File: src/rtl/aibcr3_scan_seq_ctrl.sv
`timescale 1ns/1ps
// aibcr3_scan_seq_ctrl
// Sequences one load (MODE=0) or capture-then-load (MODE=1) pass over an
// external scan chain of CHAIN_LEN flops. The new pattern is shifted out of
// shreg MSB-first on SI while SO is shifted in at the LSB. After CHAIN_LEN
// shifts the chain holds WDATA and shreg holds the old chain content, which
// is published on RDATA.
//
// Parameters:
//   CHAIN_LEN  16  number of scan flops in the chain (2..64)
//   CNT_W      7   shift-counter width, >= clog2(CHAIN_LEN+1)
//
// Ports:
//   CK       in   1          clock shared with the chain, posedge
//   RST      in   1          synchronous active-high reset
//   REQ      in   1          operation request, sampled only in idle
//   MODE     in   1          0 = load only, 1 = capture then load
//   WDATA    in   CHAIN_LEN  load pattern, bit k goes to chain cell k
//   ABORT    in   1          abandons a capture/shift in progress
//   SO       in   1          scan output of chain cell CHAIN_LEN-1
//   SE       out  1          chain scan enable (1 = shift, 0 = capture)
//   SI       out  1          serial data into chain cell 0
//   CK_EN    out  1          chain clock-gate enable
//   BUSY     out  1          high whenever not idle
//   DONE     out  1          one-cycle completion pulse
//   RDATA    out  CHAIN_LEN  pre-shift chain content, bit k = old cell k
//   ABORTED  out  1          one-cycle pulse after an abandoned operation
module aibcr3_scan_seq_ctrl #(
  parameter int unsigned CHAIN_LEN = 16,
  parameter int unsigned CNT_W     = 7
) (
  input  logic                 CK,
  input  logic                 RST,
  input  logic                 REQ,
  input  logic                 MODE,
  input  logic [CHAIN_LEN-1:0] WDATA,
  input  logic                 ABORT,
  input  logic                 SO,
  output logic                 SE,
  output logic                 SI,
  output logic                 CK_EN,
  output logic                 BUSY,
  output logic                 DONE,
  output logic [CHAIN_LEN-1:0] RDATA,
  output logic                 ABORTED
);

  typedef enum logic [1:0] {StIdle, StCapture, StShift, StFinish} state_e;

  localparam logic [CNT_W-1:0] CntLast = CNT_W'(CHAIN_LEN - 1);

  state_e               state_q, state_d;
  logic [CHAIN_LEN-1:0] shreg_q, shreg_d;
  logic [CHAIN_LEN-1:0] rdata_q, rdata_d;
  logic [CNT_W-1:0]     cnt_q, cnt_d;
  logic                 aborted_q, aborted_d;
  logic                 cnt_last;

  assign cnt_last = (cnt_q == CntLast);

  always_ff @(posedge CK) begin
    if (RST) begin
      state_q   <= StIdle;
      shreg_q   <= '0;
      rdata_q   <= '0;
      cnt_q     <= '0;
      aborted_q <= 1'b0;
    end else begin
      state_q   <= state_d;
      shreg_q   <= shreg_d;
      rdata_q   <= rdata_d;
      cnt_q     <= cnt_d;
      aborted_q <= aborted_d;
    end
  end

  always_comb begin
    state_d   = state_q;
    shreg_d   = shreg_q;
    rdata_d   = rdata_q;
    cnt_d     = cnt_q;
    aborted_d = 1'b0;
    SE        = 1'b0;
    SI        = 1'b0;
    CK_EN     = 1'b0;

    unique case (state_q)
      StIdle: begin
        // MODE only steers this branch, so it needs no register of its own.
        if (REQ && !ABORT) begin
          shreg_d = WDATA;
          cnt_d   = '0;
          state_d = MODE ? StCapture : StShift;
        end
      end

      StCapture: begin
        // SE=0 with the clock enabled loads the chain's functional D.
        CK_EN = 1'b1;
        if (ABORT) begin
          state_d   = StIdle;
          aborted_d = 1'b1;
        end else begin
          state_d = StShift;
        end
      end

      StShift: begin
        SE      = 1'b1;
        CK_EN   = 1'b1;
        SI      = shreg_q[CHAIN_LEN-1];
        // The chain shifts on this edge even when aborting, so shreg tracks it.
        shreg_d = {shreg_q[CHAIN_LEN-2:0], SO};
        cnt_d   = cnt_last ? cnt_q : cnt_q + CNT_W'(1);
        if (ABORT) begin
          state_d   = StIdle;
          aborted_d = 1'b1;
        end else if (cnt_last) begin
          state_d = StFinish;
          // Capture the fully shifted value, including the final SO bit.
          rdata_d = shreg_d;
        end
      end

      StFinish: begin
        state_d = StIdle;
      end

      default: begin
        state_d = StIdle;
      end
    endcase
  end

  assign BUSY    = (state_q != StIdle);
  assign DONE    = (state_q == StFinish);
  assign RDATA   = rdata_q;
  assign ABORTED = aborted_q;

endmodule
File: config.mk
export PLATFORM = sky130hd
export DESIGN_NAME = aibcr3_scan_seq_ctrl
export DESIGN_NICKNAME = d
export VERILOG_FILES = /design/src/rtl/aibcr3_scan_seq_ctrl.sv
export SDC_FILE = /design/constraint.sdc
export NUM_CORES = 1
export LEC_CHECK = 0
export BUFFER_PORTS_ARGS = -buffer_cell sky130_fd_sc_hd__buf_2
export CORE_UTILIZATION = 48
export DETAILED_ROUTE_END_ITERATION = 16
export PLACE_DENSITY_LB_ADDON = 0.2
export REMOVE_ABC_BUFFERS = 1
export SLEW_MARGIN = 0
export SYNTH_ARGS = -nofsm -noshare
export SYNTH_HDL_FRONTEND = slang
export SYNTH_SLANG_ARGS = --single-unit
File: constraint.sdc
create_clock -name CK -period 1.6 [get_ports CK]
set_input_delay 0.24 -clock CK [delete_from_list [all_inputs] [get_ports CK]]
set_output_delay 0.24 -clock CK [all_outputs]
set_load 0.02 [all_outputs]
==> results of run 1 <==
[power breakdown]
group | switching (mW) | internal, mW | total, mW
Clock | 0.362 | 0.308 | 0.670
Combinational | 0.637 | 0.566 | 1.20
Sequential | 0.153 | 1.24 | 1.40
Total | 1.15 | 2.12 | 3.27
[kinds of logic (layout without fill, tap and decap cells)]
family | after synthesis | in the layout | synth area share (%)
adders and majority gates | 6 | 6 | 3.863
AOI/OAI and AO/OA | 53 | 53 | 17.97
and+or+nand+nor | 75 | 75 | 19.90
DFF | 42 | 42 | 43.27
muxes | 19 | 19 | 9.852
buffers and inverters | 22 | 75 | 5.152
[per-layer routing]
metal,share of wire [%],GRT usage (%)
met3,5.0,6.771
met4,1.9,10.60
met2,47,33.29
met5,0,0
met1,46,25.35
[sequential cells by signal (all words and copies together) (netlist names)]
register	flops
ABORTED	1
RDATA	16
cnt_q	7
shreg_q	16
state_q	2
[cell type report]
type | count | area [sq um]
fill | 319 | 1321
multi-input combinational | 153 | 1036
sequential | 42 | 845.8
timing repair buffer | 60 | 390.4
clock buffer | 6 | 72.57
tap | 48 | 60.06
inverter | 7 | 31.28
clock inverter | 2 | 13.76
[metrics by stage]
step                      hold WS, ns  power [mW]  setup TNS (ns)
after floorplan                0.3091       2.125          -43.13
after global placement         0.4411       2.479               0
after detailed placement       0.4448       2.504               0
after CTS                      0.1965       3.232       -0.007821
after global routing           0.1980       3.481               0
final                          0.2038       3.271               0
[critical path, delay by kind of cell, from the launching register on]
kind,cells,cell delay (ns)
AND/OR/NAND/NOR,1,0.17
buffers and inverters,3,0.34
flip-flops,1,0.35
adder cells (fa/ha/maj),1,0.15
AO/OA/AOI/OAI,3,0.39
[synthesized netlist by cell type, types with 2 or more instances]
cell / number / area, sq um
a311oi_1: 2 / 17.52
inv_1: 7 / 26.28
dfxtp_1: 42 / 840.8
buf_2: 5 / 25.02
a211oi_1: 17 / 127.6
nor3_1: 3 / 15.01
o32ai_1: 5 / 43.79
mux2i_1: 18 / 180.2
a21oi_1: 25 / 125.1
o21ai_1: 2 / 10.01
nor2_1: 18 / 67.56
nand3_1: 19 / 95.09
clkbuf_1: 7 / 26.28
nor2b_1: 2 / 12.51
nand2_1: 21 / 78.83
ha_1: 6 / 75.07
[timing repair]
item,CTS,global route
buffers inserted,2,2
resized for setup,9,10
pin swaps,0,2
endpoints found under the setup margin,1,23
[worst min path at each step]
stage | endpoint | slack, ns | depth (start not counted)
after floorplan | RDATA[0]$_SDFFE_PP0P_ | 0.31 | 1
after global placement | RDATA[3]$_SDFFE_PP0P_ | 0.44 | 2
after detailed placement | RDATA[15]$_SDFFE_PP0P_ | 0.44 | 2
after CTS | RDATA[0]$_SDFFE_PP0P_ | 0.20 | 3
after global routing | RDATA[0]$_SDFFE_PP0P_ | 0.20 | 3
final | RDATA[0]$_SDFFE_PP0P_ | 0.20 | 3
[placed cells by master, fill, tap and decap left out, types with 3 or more instances in the layout]
cell      instances
o32ai_1           5
a211oi_1         17
buf_2            42
nand2_1          21
nor3_1            3
dfxtp_1          40
buf_12            3
nor2_1           18
buf_4            13
ha_1              4
mux2i_1          18
inv_1             5
nand3_1          19
a21oi_1          25
clkbuf_8          5
==> results.tsv, run 1 <==
stage	metric	value	unit
sta	setup_viol	0	
worst_setup_path	crit_start	state_q[0]$_SDFFE_PP0P_	
die	rows	22	
worst_setup_path	critPathCaptureType	flip-flop	
worst_setup_path	r2r_slack	0.10	ns
cells_and_area	utilization	64.96	%
worst_setup_path	r2r_start	state_q[0]$_SDFFE_PP0P_	
synth	yosysWarningCount	0	
global_route	grt_antenna_before_repair	0	
global_route	grt_usage	21.05	%
synth	synth.distinct_cells	34	
die	boundaryPins	44	
clock_network	ctsHoldBuffers	0	
clock_network	insertion_delay	0.30	ns
worst_setup_path	arrival	1.70	ns
min_path	hold_class	input pin to flip-flop	
worst_setup_path	max_stage_delay	0.35	ns
placement	gp_congestion	0.8075	
die	initial_core_util	51.53	%
sta	fin_ws	0.1034	ns
die	dieArea	4307	sq um
synth	syn_inst	217	
sta	skew	0.007384	ns
sta	drv_slew	0	
synth	synth_edf_count	0	
synth	synth_flop_cell	dfxtp_1	
worst_setup_path	cp_data_required_time	1.80	ns
clock_network	cts_buffer_depth	2	
placement	place_inst	307	
clock_network	cts_tree	yes	
route	vias_per_cell	5.352	
route	initialDrtViolationCount	81	
worst_setup_path	path_cells	inv_4, ha_4, buf_4, nor2b_2, buf_4, o21ai_4, a21oi_1, a311oi_1	
global_route	grt_pass1_vias	1480	
die	core_area	3771	sq um
die	die_h	65.63	microns
clock_network	cts-htree-levels	2	
placement	pre_cts_ws	0.02075	ns
cells_and_area	area_growth	26.08	%
synth	seq_area_frac_synth	43.27	%
clock_network	clk_pin_slew	0.07	ns
sta	max_slew_margin	75.72	%
placement	placed_cell_area	2287	sq um
global_route	grt_max_degree	33	
worst_setup_path	r2r-end	state_q[0]$_SDFFE_PP0P_	
pwr	p_per_area	1335	nW/um^2
synth	ys_ff_latch	42	
worst_setup_path	critPathMaxFanout	8	
worst_setup_path	slowest_stage	dfxtp_2	
cells_and_area	layout.cells.non_filler	318	
clock_network	cts_made_buffers	5	
sta	worst_pin_slew	0.3643	ns
synth	ys_async_sr_fraction	0	%
worst_setup_path	critPathLaunchType	flip-flop	
pwr	ir_drop	0.7497	mV
cells_and_area	diodes	0	
sta	hold_viol	0	
synth	syn_avg_cell_area	8.954	sq um
min_path	min_from	SO	
route	drtPass1Iterations	4	
die	die_width	65.63	microns
pwr	p_leak	0.9698	nW
route	drc	0	
clock_network	ctsRootBufferMaster	clkbuf_8	
sta	rsz0062_at_grt	no	
worst_setup_path	crit_path_frequent_cell	buf_4	
sta	fin_crit_sh	93.54	%
route	ant_nets	0	
cells_and_area	fin_nets	297	
route	wl_per_cell	13.23	microns
route	via_count	1702	
global_route	grt.overflow.total	0	
sta	post-route-min-period	1.497	ns
cells_and_area	post-route-cell-area	2450	sq um
worst_setup_path	ff2ff_path_depth	8	
flow_run	cap_viol_max_count	0	
synth	synthesis.area	1943	sq um
worst_setup_path	crit_path_end	state_q[0]$_SDFFE_PP0P_	
cells_and_area	drive_above_1_share	30.00	%
route	wirelength	4206	microns
worst_setup_path	crit_type	flip-flop to flip-flop	
global_route	grt_pass1_wl	6699	microns
placement	dp_hpwl	2977	microns
sta	fmax	668.2	MHz
placement	port_buffers	43	
clock_network	cts.sinks	42	
run_status	status	finished clean	
Power figures use the tool's default switching activity.
==> run 2, diff against run 1 <==
CELL_PAD_IN_SITES_DETAIL_PLACEMENT = 1   (was not set)
CELL_PAD_IN_SITES_GLOBAL_PLACEMENT = 2   (was not set)
CORE_UTILIZATION = 28   (was 48)
==> results.tsv, run 2 (synthesized netlist as in run 1, its figures left out) <==
stage	metric	value	unit
flow_run	cap_viol_max_count	0	
sta	skew	0.01083	ns
worst_setup_path	path_cells	inv_2, ha_4, buf_12, and2_1, buf_4	
min_path	min_from	SO	
die	die_h	85.31	microns
clock_network	cts_tree	yes	
pwr	p_leak	1.015	nW
route	drtPass1Iterations	4	
global_route	grt_pass1_wl	8887	microns
worst_setup_path	critPathMaxFanout	5	
worst_setup_path	cp_data_required_time	1.36	ns
die	core_area	6531	sq um
run_status	status	finished clean	
worst_setup_path	r2r_start	state_q[0]$_SDFFE_PP0P_	
worst_setup_path	r2r_slack	0.10	ns
worst_setup_path	critPathLaunchType	flip-flop	
pwr	p_seq_share	40.3	%
placement	port_buffers	43	
die	boundaryPins	44	
clock_network	clk_pin_slew	0.09	ns
worst_setup_path	critPathCaptureType	output pin	
clock_network	ctsHoldBuffers	0	
route	initialDrtViolationCount	60	
placement	gp_congestion	0.7470	
clock_network	cts_buffer_depth	2	
clock_network	ctsRootBufferMaster	clkbuf_8	
route	ant_nets	0	
route	via_count	1752	
clock_network	cts.sinks	42	
pwr	ir_drop	0.4513	mV
global_route	grt_antenna_before_repair	0	
cells_and_area	diodes	0	
route	wl_per_cell	15.18	microns
worst_setup_path	crit_path_end	SI	
pwr	sw_frac_of_total	35.70	%
pwr	power_frac_comb	39.3	%
worst_setup_path	max_stage_delay	0.34	ns
cells_and_area	final_cell_mix	buf_2 (42), dfxtp_1 (40), a21oi_1 (25), nand2_1 (21), nand3_1 (19)	
cells_and_area	multi_input_area	1041	sq um
pwr	p_per_area	1337	nW/um^2
route	wirelength	5359	microns
worst_setup_path	crit_start	state_q[0]$_SDFFE_PP0P_	
sta	worst_pin_slew	0.2563	ns
cells_and_area	drive_above_1_share	31.52	%
clock_network	insertion_delay	0.30	ns
sta	hold_viol	0	
sta	max_slew_margin	82.80	%
pwr	p_int	2.216	mW
global_route	grt_max_degree	31	
route	vias_per_cell	4.963	
cells_and_area	utilization	39.48	%
global_route	grt.overflow.total	0	
global_route	grt_pass1_vias	1765	
die	initial_core_util	29.75	%
worst_setup_path	slowest_stage	dfxtp_2	
cells_and_area	post-route-cell-area	2579	sq um
worst_setup_path	arrival	1.30	ns
worst_setup_path	crit_type	flip-flop to output pin	
cells_and_area	final-seq-area	845.8	sq um
sta	setup_viol	0	
sta	fin_crit_sh	96.01	%
min_path	hold_class	input pin to flip-flop	
placement	placed_cell_area	2384	sq um
cells_and_area	area_growth	32.71	%
worst_setup_path	r2r-end	state_q[0]$_SDFFE_PP0P_	
cells_and_area	fillers	776	
sta	rsz0062_at_grt	no	
sta	drv_slew	0	
global_route	grt_usage	15.55	%
die	die_width	85.31	microns
worst_setup_path	ff2ff_path_depth	6	
die	rows	29	
cells_and_area	final_common_cell	buf_2	
clock_network	cts-htree-levels	2	
pwr	pwr-share-clk	20.4	%
placement	place_inst	339	
cells_and_area	fin_nets	303	
clock_network	cts_made_buffers	5	
sta	tns	0	ns
die	dieArea	7277	sq um
pwr	p_sw	1.230	mW
route	drc	0	
placement	dp_hpwl	3734	microns
sta	fmax	651.0	MHz
sta	post-route-min-period	1.536	ns
cells_and_area	layout.cells.non_filler	353	
run 2: layout make-up:
type                    count  share of cell area [%]
multi-input cells         153                   40.37
well taps                  77                   3.736
clock buffers               5                   2.669
flip-flops and latches     42                   32.80
clock inverters             3                  0.7278
inverters                   7                   1.019
repair buffers             66                   18.68
run 2: what timing repair did:
item,CTS,global route
gates resized for setup,8,8
setup buffers,0,6
endpoints found under the setup margin,2,34
run 2: power by group through the flow:
stage                     combinational, mW  sequential, mW  clock, mW
after floorplan                       0.748            1.38          0
after global placement                 1.19            1.40          0
after detailed placement               1.22            1.40          0
after CTS                              1.27            1.38      0.750
after global routing                   1.49            1.42      0.772
final                                  1.35            1.39      0.703
run 2: worst min-delay path by stage:
stage	endpoint	slack (ns)	depth (start not counted)
2_1_floorplan	RDATA[0]$_SDFFE_PP0P_	0.31	1
3_3_place_gp	RDATA[8]$_SDFFE_PP0P_	0.44	2
3_5_place_dp	RDATA[3]$_SDFFE_PP0P_	0.45	2
4_1_cts	RDATA[0]$_SDFFE_PP0P_	0.22	3
5_1_grt	RDATA[0]$_SDFFE_PP0P_	0.23	3
6_report	RDATA[0]$_SDFFE_PP0P_	0.23	3
run 2: stage by stage:
| step | hold WS, ns | setup WS, ns | power (mW) |
|---|---|---|---|
| 2_1_floorplan | 0.3091 | -1.494 | 2.125 |
| 3_3_place_gp | 0.4434 | 0.08720 | 2.594 |
| 4_1_cts | 0.2208 | 0.006126 | 3.402 |
| 5_1_grt | 0.2273 | 0.003185 | 3.683 |
| 6_report | 0.2278 | 0.06388 | 3.446 |
| 3_5_place_dp | 0.4473 | 0.04565 | 2.617 |
run 2: worst max-delay path: cells and delay by family (launching register included):
family / cells / cell delay (ns)
adders and majority gates: 1 / 0.18
buffers and inverters: 3 / 0.33
DFF: 1 / 0.34
and+or+nand+nor: 1 / 0.15
run 2: layer usage:
layer | track usage (%) | vias to the layer above | share of wire, %
met2 | 24.34 | 37 | 44
met5 | 0 | - | 0
met4 | 4.545 | 0 | 0.90
met1 | 21.77 | 818 | 52
met3 | 2.918 | 5 | 3.4
li1 | - | 892 | -
